## config.mk

```make
export PLATFORM = sky130hd
export DESIGN_NAME = ob_halfword_unpacker_flat
export DESIGN_NICKNAME = d
export VERILOG_FILES = /design/src/rtl/ob_halfword_unpacker_if.sv /design/src/rtl/ob_halfword_unpacker.sv /design/src/flat_wrapper.sv
export SDC_FILE = /design/constraint.sdc
export NUM_CORES = 1
export LEC_CHECK = 0
export CORE_MARGIN = 2
export CORE_UTILIZATION = 30
export CTS_CLUSTER_SIZE = 16
export DETAILED_ROUTE_END_ITERATION = 10
export HOLD_SLACK_MARGIN = 0.05
export PLACE_DENSITY = 0.54
export SETUP_SLACK_MARGIN = 0.5
export SYNTH_ARGS = -nofsm -noshare
export SYNTH_HDL_FRONTEND = slang
export SYNTH_SLANG_ARGS = --single-unit
export TNS_END_PERCENT = 50
```

## constraint.sdc

```tcl
create_clock -name clk -period 5.38 [get_ports clk]
set_input_delay 1.076 -clock clk [delete_from_list [all_inputs] [get_ports clk]]
set_output_delay 1.076 -clock clk [all_outputs]
set_load 0.005 [all_outputs]
```

## src/rtl/ob_halfword_unpacker_if.sv

```systemverilog
// Bundle of the unpacker's control, FIFO-side and stream-side signals.
// The slave modport is the unpacker; the master modport is its environment.
interface ob_halfword_unpacker_if #(
    parameter int LEN_W = 16
);
    logic             start;
    logic [LEN_W-1:0] len;
    logic             ob_re;
    logic [31:0]      ob_data;
    logic             ob_valid;
    logic             ob_empty;
    logic [15:0]      out_data;
    logic             out_valid;
    logic             out_ready;
    logic             busy;
    logic             done;

    modport slave (
        input  start, len, ob_data, ob_valid, ob_empty, out_ready,
        output ob_re, out_data, out_valid, busy, done
    );

    modport master (
        output start, len, ob_data, ob_valid, ob_empty, out_ready,
        input  ob_re, out_data, out_valid, busy, done
    );
endinterface

```

## src/rtl/ob_halfword_unpacker.sv

```systemverilog
// Output-buffer halfword unpacker: drains 32-bit words from the DDR output
// buffer FIFO and streams them as 16-bit fp16 elements to the conv engine.
// A two-entry word buffer plus a single outstanding read keeps the stream
// at one element per cycle while never fetching more words than needed.
module ob_halfword_unpacker #(
    parameter bit LOW_FIRST = 1'b1,
    parameter int LEN_W     = 16
) (
    input  logic                  clk,
    input  logic                  reset,
    ob_halfword_unpacker_if.slave bus
);
    // One extra bit so len = 2^LEN_W-1 and its word count never wrap.
    localparam int CW = LEN_W + 1;

    typedef enum logic [1:0] {
        S_IDLE = 2'd0,
        S_RUN  = 2'd1,
        S_DONE = 2'd2
    } state_t;

    state_t        r_state;
    state_t        w_state_next;

    logic [CW-1:0] r_len;
    logic [CW-1:0] r_words_needed;
    logic [CW-1:0] r_req_cnt;
    logic [CW-1:0] r_elem_cnt;

    logic [31:0]   r_buf [2];
    logic          r_head;
    logic [1:0]    r_count;
    logic          r_half;
    logic          r_pending;

    logic [CW-1:0] w_len_ext;
    logic [CW-1:0] w_elem_inc;
    logic          w_start_ok;
    logic          w_room;
    logic          w_issue;
    logic          w_push;
    logic          w_hs;
    logic          w_last;
    logic          w_pop;
    logic          w_tail;
    logic          w_sel_upper;
    logic [31:0]   w_head_word;

    assign w_len_ext  = {1'b0, bus.len};
    assign w_elem_inc = r_elem_cnt + CW'(1);
    assign w_start_ok = (r_state == S_IDLE) && bus.start;

    // A read is only issued when its word is guaranteed a buffer slot.
    assign w_room  = ({1'b0, r_count} + {2'b00, r_pending}) < 3'd2;
    assign w_issue = (r_state == S_RUN) && !bus.ob_empty &&
                     (r_req_cnt < r_words_needed) && w_room && !r_pending;

    // Stray ob_valid without an outstanding read is dropped.
    assign w_push = bus.ob_valid && r_pending;

    assign w_hs   = (r_state == S_RUN) && (r_count != 2'd0) && bus.out_ready;
    assign w_last = (w_elem_inc == r_len);
    // The final element always frees its word, discarding an unused half.
    assign w_pop  = w_hs && (r_half || w_last);
    assign w_tail = r_head ^ r_count[0];

    assign w_head_word = r_buf[r_head];
    assign w_sel_upper = r_half ^ ~LOW_FIRST;

    assign bus.ob_re     = w_issue;
    assign bus.out_valid = (r_count != 2'd0);
    assign bus.out_data  = w_sel_upper ? w_head_word[31:16] : w_head_word[15:0];
    assign bus.busy      = (r_state == S_RUN);
    assign bus.done      = (r_state == S_DONE);

    // State register.
    always_ff @(posedge clk or posedge reset) begin
        if (reset) begin
            r_state <= S_IDLE;
        end else begin
            r_state <= w_state_next;
        end
    end

    // Next-state logic: a zero-length transfer goes straight to DONE.
    always_comb begin
        w_state_next = r_state;
        case (r_state)
            S_IDLE: begin
                if (bus.start) begin
                    w_state_next = (bus.len == '0) ? S_DONE : S_RUN;
                end
            end
            S_RUN: begin
                if (w_hs && w_last) begin
                    w_state_next = S_DONE;
                end
            end
            S_DONE:  w_state_next = S_IDLE;
            default: w_state_next = S_IDLE;
        endcase
    end

    // Transfer length, word target and progress counters.
    always_ff @(posedge clk or posedge reset) begin
        if (reset) begin
            r_len          <= '0;
            r_words_needed <= '0;
            r_req_cnt      <= '0;
            r_elem_cnt     <= '0;
        end else if (w_start_ok) begin
            r_len          <= w_len_ext;
            r_words_needed <= (w_len_ext + CW'(1)) >> 1;
            r_req_cnt      <= '0;
            r_elem_cnt     <= '0;
        end else begin
            if (w_issue) begin
                r_req_cnt <= r_req_cnt + CW'(1);
            end
            if (w_hs) begin
                r_elem_cnt <= w_elem_inc;
            end
        end
    end

    // Buffer bookkeeping: head pointer, occupancy, half-select, pending read.
    always_ff @(posedge clk or posedge reset) begin
        if (reset) begin
            r_head    <= 1'b0;
            r_count   <= 2'd0;
            r_half    <= 1'b0;
            r_pending <= 1'b0;
        end else if (w_start_ok) begin
            r_head    <= 1'b0;
            r_count   <= 2'd0;
            r_half    <= 1'b0;
            r_pending <= 1'b0;
        end else begin
            r_pending <= w_issue || (r_pending && !bus.ob_valid);
            if (w_pop) begin
                r_head <= ~r_head;
                r_half <= 1'b0;
            end else if (w_hs) begin
                r_half <= 1'b1;
            end
            case ({w_push, w_pop})
                2'b10:   r_count <= r_count + 2'd1;
                2'b01:   r_count <= r_count - 2'd1;
                default: r_count <= r_count;
            endcase
        end
    end

    // Word storage: returning FIFO data lands in the tail slot.
    always_ff @(posedge clk or posedge reset) begin
        if (reset) begin
            for (int i = 0; i < 2; i++) begin
                r_buf[i] <= '0;
            end
        end else if (w_push) begin
            r_buf[w_tail] <= bus.ob_data;
        end
    end
endmodule
```

## src/flat_wrapper.sv

```systemverilog
// flat-port wrapper written by rule: the top's interface ports become plain ports
module ob_halfword_unpacker_flat 
#(
    parameter bit LOW_FIRST = 1'b1,
    parameter int LEN_W     = 16
)
  (clk, reset, bus_start, bus_len, bus_ob_data, bus_ob_valid, bus_ob_empty, bus_out_ready, bus_ob_re, bus_out_data, bus_out_valid, bus_busy, bus_done);
  ob_halfword_unpacker_if #(.LEN_W(LEN_W)) bus_i ();
  input  logic clk;
  input  logic reset;
  input wire logic [$bits(bus_i.start)-1:0] bus_start;
  input wire logic [$bits(bus_i.len)-1:0] bus_len;
  input wire logic [$bits(bus_i.ob_data)-1:0] bus_ob_data;
  input wire logic [$bits(bus_i.ob_valid)-1:0] bus_ob_valid;
  input wire logic [$bits(bus_i.ob_empty)-1:0] bus_ob_empty;
  input wire logic [$bits(bus_i.out_ready)-1:0] bus_out_ready;
  output wire logic [$bits(bus_i.ob_re)-1:0] bus_ob_re;
  output wire logic [$bits(bus_i.out_data)-1:0] bus_out_data;
  output wire logic [$bits(bus_i.out_valid)-1:0] bus_out_valid;
  output wire logic [$bits(bus_i.busy)-1:0] bus_busy;
  output wire logic [$bits(bus_i.done)-1:0] bus_done;
  assign bus_i.start = bus_start;
  assign bus_i.len = bus_len;
  assign bus_i.ob_data = bus_ob_data;
  assign bus_i.ob_valid = bus_ob_valid;
  assign bus_i.ob_empty = bus_ob_empty;
  assign bus_i.out_ready = bus_out_ready;
  assign bus_ob_re = bus_i.ob_re;
  assign bus_out_data = bus_i.out_data;
  assign bus_out_valid = bus_i.out_valid;
  assign bus_busy = bus_i.busy;
  assign bus_done = bus_i.done;
  ob_halfword_unpacker #(.LOW_FIRST(LOW_FIRST), .LEN_W(LEN_W)) u_core (.clk(clk), .reset(reset), .bus(bus_i));
endmodule
```

==> impl_metrics.env <==
export IMPL_multiInputGateArea_um2=3518
export IMPL_fin_crit_sh_pct=83.52
export IMPL_clkPwrFrac_pct=29.4
export IMPL_worstHoldStart="u_core.r_words_needed[7]"
export IMPL_portBuffers=73
export IMPL_p_per_area_nw_per_um2=443.6
export IMPL_cp_arrival_ns=3.42
export IMPL_path_class="primary input to output port"
export IMPL_drc_errors=0
export IMPL_num_antenna_cells=0
export IMPL_final_nets=800
export IMPL_clock_fmax_ghz=0.2226
export IMPL_rr_worst_depth=11
export IMPL_cp_end_kind="output port"
export IMPL_async_reset_ff_share_pct=100.0
export IMPL_hp_class="register to register"
export IMPL_area_growth_pct=22.65
export IMPL_crit_path_max_incr_delay_ns=0.53
export IMPL_dpl_hpwl_um=11060
export IMPL_synthTopCellsByArea="dfrtp_1 48%, mux2_2 10%, mux4_2 5.0%"
export IMPL_cp_max_fo=11
export IMPL_syn_area_um2=7161
export IMPL_maxCapViolCount=0
export IMPL_drt_total_wl_um=16300
export IMPL_postLayoutCellArea_um2=8782
export IMPL_vias=5128
export IMPL_peakVddDrop_v=0.0002196
export IMPL_clk_pin_slew_ns=0.06
export IMPL_die_h_um=158.5
export IMPL_skew_ns=0.01124
export IMPL_postSynthNetCount=736
export IMPL_start_kind="primary input"
export IMPL_firstDrtPassIters=4
export IMPL_cp_slowest_cell="clkdlybuf4s50_1"
export IMPL_ys_ff_latch=137
export IMPL_tritoncts="done"
export IMPL_rsz0062_at_grt="false"
export IMPL_cts_path_max_buffers=2
export IMPL_final_fill_count=2364
export IMPL_initial_utilization_pct=30.51
export IMPL_io_pin_count=74
export IMPL_seqPwrFrac_pct=39.5
export IMPL_hold_end="u_core.r_words_needed[7]"
export IMPL_clock_sinks=137
export IMPL_drt_wirelength_per_cell_um=15.41
export IMPL_htreeDepth=4
export IMPL_dieWidth_um=158.5
export IMPL_cts_setup_buffers=0
export IMPL_grt_pass1_vias=5214
export IMPL_seq_area_frac_synth_pct=47.88
export IMPL_grt_use_total_pct=13.90
export IMPL_clk_latency_ns=0.43
export IMPL_coreArea_um2=23470
export IMPL_placed_area_um2=8205
export IMPL_p_int_mw=2.741
export IMPL_vias_per_cell=4.847
export IMPL_power_frac_comb_pct=31.1
export IMPL_tightest_slew_ns=1.074
export IMPL_crit_top_cell="clkdlybuf4s50_1"
export IMPL_slew_headroom_pct=28.11
export IMPL_synth_top_area_cell="dfrtp_1"
export IMPL_seqCellArea_um2=3428
export IMPL_ff2ff_setup_slack_ns=2.12
export IMPL_synth_top_area_share_pct=47.88
export IMPL_p_sw_mw=1.155
export IMPL_drive_above_1_share_pct=18.27
export IMPL_netlist_instances=662
export IMPL_first_iter_violations=253
export IMPL_reg2reg_from="u_core.r_elem_cnt[0]"
export IMPL_synth_edf_count=0
export IMPL_hold_depth=2
export IMPL_grt_antenna_before_repair=0
export IMPL_postRouteAntennaNets=0
export IMPL_synth_ff_type="dfrtp_1"
export IMPL_holdBufCountCts=0
export IMPL_outcome="finished clean"
export IMPL_swShare_pct=29.65
export IMPL_grt_first_pass_wirelength_um=27150
export IMPL_numCtsBuffers=17
export IMPL_final_setup_tns_ns=0
export IMPL_cts_root_buf="clkbuf_16"
export IMPL_critPathLaunch="bus_ob_empty"
export IMPL_path_cells="clkdlybuf4s50_1 > or4_4 > a2111oi_4 > o21a_4 > o21ai_2 > inv_1 > clkdlybuf4s50_1"
export IMPL_timing_rr_end="u_core.r_count[1]"
export IMPL_ys_warnings_count=0
export IMPL_period_needed_ns=4.493
export IMPL_gp_congestion=0.7891
export IMPL_p_leak_nw=3.647
export IMPL_synth_cell_types=54
export IMPL_grt_max_degree=107
export IMPL_hold_viol=0
export IMPL_synth_most_common_cell="dfrtp_1"
export IMPL_cts_resized=0
export IMPL_setup_viol=0
export IMPL_rows=56
export IMPL_synthTopCellsByCount="137 x dfrtp_1, 92 x nand2_1, 64 x mux2_2"
export IMPL_cp_required_ns=4.30
export IMPL_synth_area_per_cell_um2=10.82
export IMPL_power_mw=3.896
export IMPL_dieArea_um2=25120
export IMPL_drv_slew=0
export IMPL_grt_overflow=0
## how the worst max path moves through the flow
stage                                 end  slack [ns]  depth (start not counted)
after floorplan           u_core.r_buf[0]        0.64                          1
after global placement          bus_ob_re        0.87                          7
after detailed placement        bus_ob_re        0.88                          7
after global routing            bus_ob_re        0.79                          7
after CTS                       bus_ob_re        0.87                          7
final                           bus_ob_re        0.89                          7
## per-stage QoR
stage / util (%) / hold WS [ns] / instances / setup WS (ns)
3_5_place_dp: 34.96 / 0.4709 / 1026 / 0.8804
2_1_floorplan: - / 0.4468 / 662 / 0.6362
4_1_cts: 37.41 / 0.4849 / 1058 / 0.8743
3_3_place_gp: 34.96 / 0.4652 / 1026 / 0.8697
6_report: 37.41 / 0.4755 / 1058 / 0.8868
5_1_grt: 37.41 / 0.5026 / 1058 / 0.7878
## logic make-up (layout without fill, tap and decap cells)
family / Yosys count / count (layout) / share of synthesized area (%)
xor gates and xnor gates: 41 / 41 / 5.015
DFF: 137 / 137 / 47.88
adders and majority gates: 20 / 20 / 3.495
AOI/OAI and AO/OA: 117 / 117 / 10.62
and+or+nand+nor: 207 / 207 / 14.14
buffers and inverters: 56 / 133 / 3.198
muxes: 84 / 84 / 15.66
## placed cells by master (no fill, tap or decap), types with 17 or more instances in the layout
| cell type | instances |
|---|---|
| mux2_2 | 64 |
| xor2_1 | 19 |
| ha_1 | 20 |
| nand2_1 | 92 |
| inv_1 | 22 |
| nor2_1 | 23 |
| xnor2_1 | 22 |
| clkbuf_16 | 17 |
| clkdlybuf4s50_1 | 73 |
| o21ai_0 | 57 |
| dfrtp_1 | 137 |
| nand3_1 | 17 |
| a21oi_1 | 17 |
## registers in the layout (all words and copies together) (netlist names), 2 cells and up
name / count
u_core.r_count: 2
u_core.r_state: 2
u_core.r_buf: 64
u_core.r_len: 16
u_core.r_req_cnt: 17
u_core.r_words_needed: 16
u_core.r_elem_cnt: 17
## cell type report
| type | count | area share (%) |
|---|---|---|
| Tap cell | 319 | 4.545 |
| Clock inverter | 14 | 1.567 |
| Inverter | 23 | 1.040 |
| Multi-Input combinational cell | 469 | 40.06 |
| Timing Repair Buffer | 78 | 8.748 |
| Sequential cell | 137 | 39.04 |
| Clock buffer | 18 | 5.001 |
## critical path: cells and delay by family
kind | cells | cell delay [ns]
compound gates | 3 | 0.68
buf+inv | 3 | 1.16
simple gates | 1 | 0.50
## layer usage
metal  track usage (%)  vias up  wire [µm]
li1                  -     2507          -
met1             19.79     2521       8354
met2             21.12       90       7170
met3             2.803       10        650
met4             4.719        0        124
met5                 0        -          0
## power by group through the flow
stage | registers (mW) | logic, mW | clock network (mW)
3_3_place_gp | 1.55 | 1.21 | 0
5_1_grt | 1.58 | 1.34 | 1.22
4_1_cts | 1.54 | 1.23 | 1.18
2_1_floorplan | 1.46 | 0.843 | 0
6_report | 1.54 | 1.21 | 1.15
3_5_place_dp | 1.56 | 1.23 | 0
(Power assumes the default switching activity.)
